### src/rtl/fetch_predictor.sv
// Fetch-stage next-address selection with a gshare PHT and an optional return address stack.
// Define FETCH_RAS_EN to build the return address stack; without it is_ret always uses ret_addr_in.
module fetch_predictor #(
    parameter int                    ADDR_WIDTH    = 15,
    parameter int                    PATTERN_WIDTH = 10,
    parameter int                    GH_WIDTH      = 4,
    parameter int                    RAS_DEPTH     = 8,
    parameter logic [ADDR_WIDTH-1:0] PC_INIT       = '0
) (
    input  logic                     clk,
    input  logic                     reset_n,
    input  logic                     stall,
    input  logic                     flush,
    input  logic [ADDR_WIDTH-1:0]    flush_addr,
    input  logic                     is_j,
    input  logic                     is_b,
    input  logic                     is_call,
    input  logic                     is_ret,
    input  logic [ADDR_WIDTH-1:0]    target,
    input  logic [ADDR_WIDTH-1:0]    ret_addr_in,
    input  logic                     commit_b,
    input  logic [PATTERN_WIDTH-1:0] commit_pattern,
    input  logic [1:0]               commit_pred,
    input  logic                     commit_fail,
    output logic [ADDR_WIDTH-1:0]    fetch_addr,
    output logic [ADDR_WIDTH-1:0]    pc,
    output logic [1:0]               pred,
    output logic [PATTERN_WIDTH-1:0] pattern,
    output logic                     ras_empty
);

    if (GH_WIDTH < 1 || GH_WIDTH > PATTERN_WIDTH || RAS_DEPTH < 2 ||
        (RAS_DEPTH & (RAS_DEPTH - 1)) != 0) begin : g_param_check
        $error("fetch_predictor: illegal parameter combination");
    end

    localparam int PHT_SIZE = 1 << PATTERN_WIDTH;

    logic                     advance;
    logic [GH_WIDTH-1:0]      gh;
    logic [PATTERN_WIDTH-1:0] gh_ext;
    logic [PATTERN_WIDTH-1:0] index;
    logic [1:0]               pht [PHT_SIZE];
    logic [1:0]               pht_wdata;
    logic                     pht_we;
    logic                     taken;
    logic [ADDR_WIDTH-1:0]    ras_top;

    assign advance = flush | ~stall;

    // History occupies the top bits of the index so low address bits still spread entries.
    assign gh_ext = PATTERN_WIDTH'(gh) << (PATTERN_WIDTH - GH_WIDTH);
    assign index  = fetch_addr[PATTERN_WIDTH-1:0] ^ gh_ext;

    assign taken     = commit_pred[1] ^ commit_fail;
    assign pht_wdata = {commit_pred[1] ^ (~commit_pred[0] & commit_fail), ~commit_fail};
    assign pht_we    = commit_b & reset_n;

    // NOTE: fetch_addr gets a default before the priority chain, so no path leaves it unassigned (no latch).
    always_comb begin
        fetch_addr = pc;
        if (flush)
            fetch_addr = flush_addr;
        else if (is_j || is_call)
            fetch_addr = target;
        else if (is_b && pred[1])
            fetch_addr = target;
        else if (is_ret)
            fetch_addr = ras_empty ? ret_addr_in : ras_top;
    end

    // NOTE: non-blocking assignments so every register samples pre-edge values, e.g. index sees the old gh.
    always_ff @(posedge clk or negedge reset_n) begin
        if (!reset_n) begin
            pc      <= PC_INIT;
            pred    <= 2'b00;
            pattern <= '0;
            gh      <= '0;
        end else begin
            pattern <= index;
            if (advance) begin
                pc   <= fetch_addr + ADDR_WIDTH'(1);
                pred <= pht[index];
            end
            if (commit_b)
                gh <= GH_WIDTH'({gh, taken});
        end
    end

    // NOTE: the PHT is intentionally not reset, so branch training survives a reset_n pulse.
    always_ff @(posedge clk) begin
        if (pht_we)
            pht[commit_pattern] <= pht_wdata;
    end

`ifdef FETCH_RAS_EN
    localparam int PTR_W = $clog2(RAS_DEPTH);

    logic [ADDR_WIDTH-1:0] ras_mem [RAS_DEPTH];
    logic [PTR_W-1:0]      ras_ptr;
    logic [PTR_W-1:0]      top_ptr;
    logic [PTR_W:0]        ras_count;
    logic                  ras_upd;
    logic                  do_push;
    logic                  do_pop;
    logic                  do_repl;

    // ras_ptr is the next free slot; the stack wraps and silently drops the oldest entry.
    assign top_ptr   = ras_ptr - PTR_W'(1);
    assign ras_top   = ras_mem[top_ptr];
    assign ras_empty = (ras_count == '0);

    assign ras_upd = ~flush & ~stall;
    assign do_push = ras_upd & is_call & ~is_ret;
    assign do_pop  = ras_upd & is_ret & ~is_call;
    assign do_repl = ras_upd & is_call & is_ret;

    always_ff @(posedge clk or negedge reset_n) begin
        if (!reset_n) begin
            ras_ptr   <= '0;
            ras_count <= '0;
        end else if (flush) begin
            ras_count <= '0;
        end else if (do_push) begin
            ras_ptr <= ras_ptr + PTR_W'(1);
            if (ras_count != (PTR_W + 1)'(RAS_DEPTH))
                ras_count <= ras_count + (PTR_W + 1)'(1);
        end else if (do_pop && !ras_empty) begin
            ras_ptr   <= top_ptr;
            ras_count <= ras_count - (PTR_W + 1)'(1);
        end
    end

    always_ff @(posedge clk) begin
        if (do_push)
            ras_mem[ras_ptr] <= pc;
        else if (do_repl)
            ras_mem[top_ptr] <= pc;
    end
`else
    assign ras_top   = '0;
    assign ras_empty = 1'b1;
`endif

endmodule
### config.mk
export PLATFORM = sky130hd
export DESIGN_NAME = fetch_predictor
export DESIGN_NICKNAME = d
export VERILOG_FILES = /design/src/rtl/fetch_predictor.sv
export SDC_FILE = /design/constraint.sdc
export NUM_CORES = 2
export LEC_CHECK = 0
export CAP_MARGIN = 25
export CELL_PAD_IN_SITES_DETAIL_PLACEMENT = 1
export CELL_PAD_IN_SITES_GLOBAL_PLACEMENT = 2
export CORE_ASPECT_RATIO = 1.5
export CORE_MARGIN = 2
export CORE_UTILIZATION = 44
export CTS_CLUSTER_DIAMETER = 80
export DETAILED_ROUTE_END_ITERATION = 10
export GPL_ROUTABILITY_DRIVEN = 0
export PLACE_DENSITY = 0.86
export SYNTH_ARGS = -nofsm -noshare
export SYNTH_HDL_FRONTEND = slang
export SYNTH_SLANG_ARGS = --single-unit
### constraint.sdc
create_clock -name clk -period 3.9 [get_ports clk]
set_input_delay 0.78 -clock clk [delete_from_list [all_inputs] [get_ports clk]]
set_output_delay 0.78 -clock clk [all_outputs]
set_load 0.02 [all_outputs]
==> flow_summary.json <==
{
  "min_period_over_period_pct": 110,
  "firstDrtPassIters": 6,
  "synthArstFlopShare_pct": 1.49,
  "clock_path_buffers": 4,
  "swShare_pct": 28.8,
  "std_cell_rows": 209,
  "cts_tree": "done",
  "required_ns": 4.65,
  "synth_top_area_share_pct": 64.6,
  "violations": "negative setup slack",
  "cts_buffers": 198,
  "topRoutingLayerUsed": "met5",
  "syn_area_per_cell_sq_um": 11.9,
  "synth_area_sq_mm": 0.0951,
  "skew_ns": 0.0529,
  "crit_arrival_ns": 5.05,
  "die_w_um": 384,
  "intPower_w": 0.0394,
  "clk_pin_slew_ns": 0.07,
  "combPwrFrac_pct": 19.7,
  "vias": 79021,
  "wire_per_inst_um": 37.1,
  "maxSlewViolCount": 0,
  "grt_pass1_vias": 80296,
  "tightest_slew_ns": 1.15,
  "drive_above_1_share_pct": 19.0,
  "cts_sinks": 2079,
  "hpwlAfterDp_mm": 260,
  "relSlewSlack_pct": 23.3,
  "antenna_found_initial": 33,
  "portBuffers": 108,
  "status": "finished, violations left",
  "synth_most_common_cell": "edfxtp_1",
  "holdWs_ns": 0.539,
  "routedLengthMet1_mm": 137,
  "dp_cells": 11051,
  "period_needed_ns": 4.30,
  "clockPowerShare_pct": 35.4,
  "p_leak_nw": 38.6,
  "drt-total-wl_mm": 426,
  "synth_area_leaders": "edfxtp_1 (65%), nand2_1 (5.1%), nor2_1 (4.4%)",
  "fin_ws_ns": -0.398,
  "finalNonFillerCells": 11492,
  "route.met3.wl_mm": 50.2,
  "rsz0062_at_grt": "yes",
  "drc": 0,
  "wl_met2_mm": 193,
  "synthCells": 8027,
  "hold_viol_final": 0,
  "syn_nets": 8095,
  "power_density_mw_per_mm2": 485,
  "drtIter0Drc": 12063,
  "seq_power_share_pct": 44.9,
  "die_y_um": 573,
  "yosys_warnings": 0,
  "synthToLayoutAreaGrowth_pct": 19.8,
  "synth_flop_cell": "edfxtp_1",
  "ctsRootBufferMaster": "clkbuf_16",
  "vias_per_cell": 6.88,
  "final_net_count": 8543,
  "boundaryPins": 110,
  "p_sw_w": 0.0160,
  "startpoint_type": "register",
  "antenna_left": 0,
  "clkLatencyLatePin_ns": 0.87,
  "critPathCaptureType": "register",
  "netlist-cell-type-count": 89,
  "synth_top_area_cell": "edfxtp_1",
  "crit_type": "register to register",
  "grt_first_pass_wirelength_mm": 589,
  "fin_util_pct": 52.9,
  "htree_levels": 4,
  "synth-edff-count": 2048,
  "grt_max_degree": 190,
  "maxCapViolations": 0,
  "initial_core_util_pct": 44.1,
  "fmax_mhz": 233,
  "die_area_sq_mm": 0.220,
  "dp_worst_setup_slack_ns": -2.12,
  "irDropWorstVdd_mv": 0.340,
  "report.final.setup_viol": 5,
  "hold_class": "input pin to asynchronous set/reset pin",
  "ys_ff_latch": 2079,
  "grt_usage_pct": 37.5,
  "coreArea_sq_mm": 0.215,
  "overflow": 0,
  "ys_top_cells_by_count": "edfxtp_1 (2048), nand2_1 (1291), nor2_1 (1104)",
  "crit_fanout": 7,
  "ys_seq_area_share_pct": 65.5
}
==> cells by family (layout without fill, tap and decap cells) <==
family          count (synthesis)  count (layout)  synth area share (%)
compound gates               1454            1454                  10.6
buf+inv                       761            1358                  3.73
xor+xnor                       19              19                 0.195
fa+ha+maj                       1               1                0.0132
flops                        2079            2079                  65.5
other cells                     1              21               0.00394
mux                           545             545                  6.13
simple gates                 3167            3167                  13.9
==> worst max-delay path, cell delays in order, from the launching register on <==
cell and delay [ns]:
dfrtp_2 0.50, a2111o_2 0.63, nor2_4 0.37, buf_4 0.27, buf_12 0.13, a221oi_1 0.08
a31oi_1 0.19, a21oi_1 0.14, a21o_1 0.19, a211oi_2 0.63, nor4_1 0.14, buf_4 0.20
o221ai_1 0.23, a21oi_2 0.11, o41ai_2 0.33
==> per-stage QoR <==
step | TNS (ns) | area [sq um] | power, W
3_3_place_gp | -11.50 | 105000 | 0.0345
6_report | -1.15 | 114000 | 0.0553
5_1_grt | -1.20 | 114000 | 0.0561
3_5_place_dp | -11.35 | 105000 | 0.0347
2_1_floorplan | - | 95200 | 0.0299
4_1_cts | -0.633 | 113000 | 0.0546
==> cell type report <==
type	instances	area (sq um)
inverter	17	120
timing repair buffer	992	10900
antenna	20	50.0
multi-input combinational	5187	30800
sequential	2079	62300
clock buffer	235	5230
fill	21795	101000
clock inverter	114	1050
tap	2848	3560
==> per-layer routing <==
layer  global-route usage, %  vias to the layer above
met5                   0.507                        -
met4                    32.5                       24
met3                    8.63                     2120
met2                    58.4                     6270
met1                    43.6                    39712
li1                        -                    30895
==> state kept, by name, indices dropped and copies added (netlist names) <==
| signal | flops |
|---|---|
| pht | 2048 |
| pc | 15 |
| pattern | 10 |
| gh | 4 |
| pred | 2 |
==> power by group through the flow <==
stage	Combinational, W	Clock, W	Sequential, W
final	0.0109	0.0196	0.0249
after global routing	0.0110	0.0203	0.0249
after CTS	0.0102	0.0196	0.0249
after detailed placement	0.00932	0	0.0253
after global placement	0.00913	0	0.0253
after floorplan	0.00415	0	0.0257
==> placed cells by master (no fill, tap or decap), types with 25 or more instances in the layout <==
cell type        instances
a211oi_1               163
o21ai_0                105
buf_4                  639
o22ai_1                 49
clkbuf_16              208
o221ai_1                46
nand2_2                 25
buf_6                   35
nand3_1                308
nand2_1               1264
mux2_2                 200
nor3_1                 180
buf_16                  28
dfrtp_1                 30
and3_1                 161
nor2_1                1090
a311oi_1                72
clkinv_2                34
clkdlybuf4s50_1         85
o211ai_1                44
clkinv_1                48
mux2i_1                322
a22oi_1                 86
edfxtp_1              2048
clkbuf_1                29
a21oi_1                378
a221oi_1               146
a31oi_1                105
buf_12                 142
==> repair_timing <==
item,in CTS,in global routing
hold endpoints to repair,30,0
hold buffers,1,0
gates cloned,26,5
resized for setup,263,118
pin swaps,32,28
buffers inserted,30,14
endpoints found under the setup margin,20,14
==> final timing paths <==
| kind | from | end | slack, ns | depth (start not counted) |
|---|---|---|---|---|
| worst min-delay path | reset_n | pc[5] | 0.54 | 3 |
| worst min register to register | gh[3] | gh[3] | 0.55 | 1 |
| min in group clk | gh[3] | gh[3] | 0.55 | 1 |
| worst max register to register | pred[1] | pred[1] | -0.40 | 14 |
| worst max-delay path | pred[1] | pred[1] | -0.40 | 14 |
| max in group asynchronous | reset_n | pred[1] | 2.96 | 3 |
Note: power is estimated with default switching activity, not from simulation.
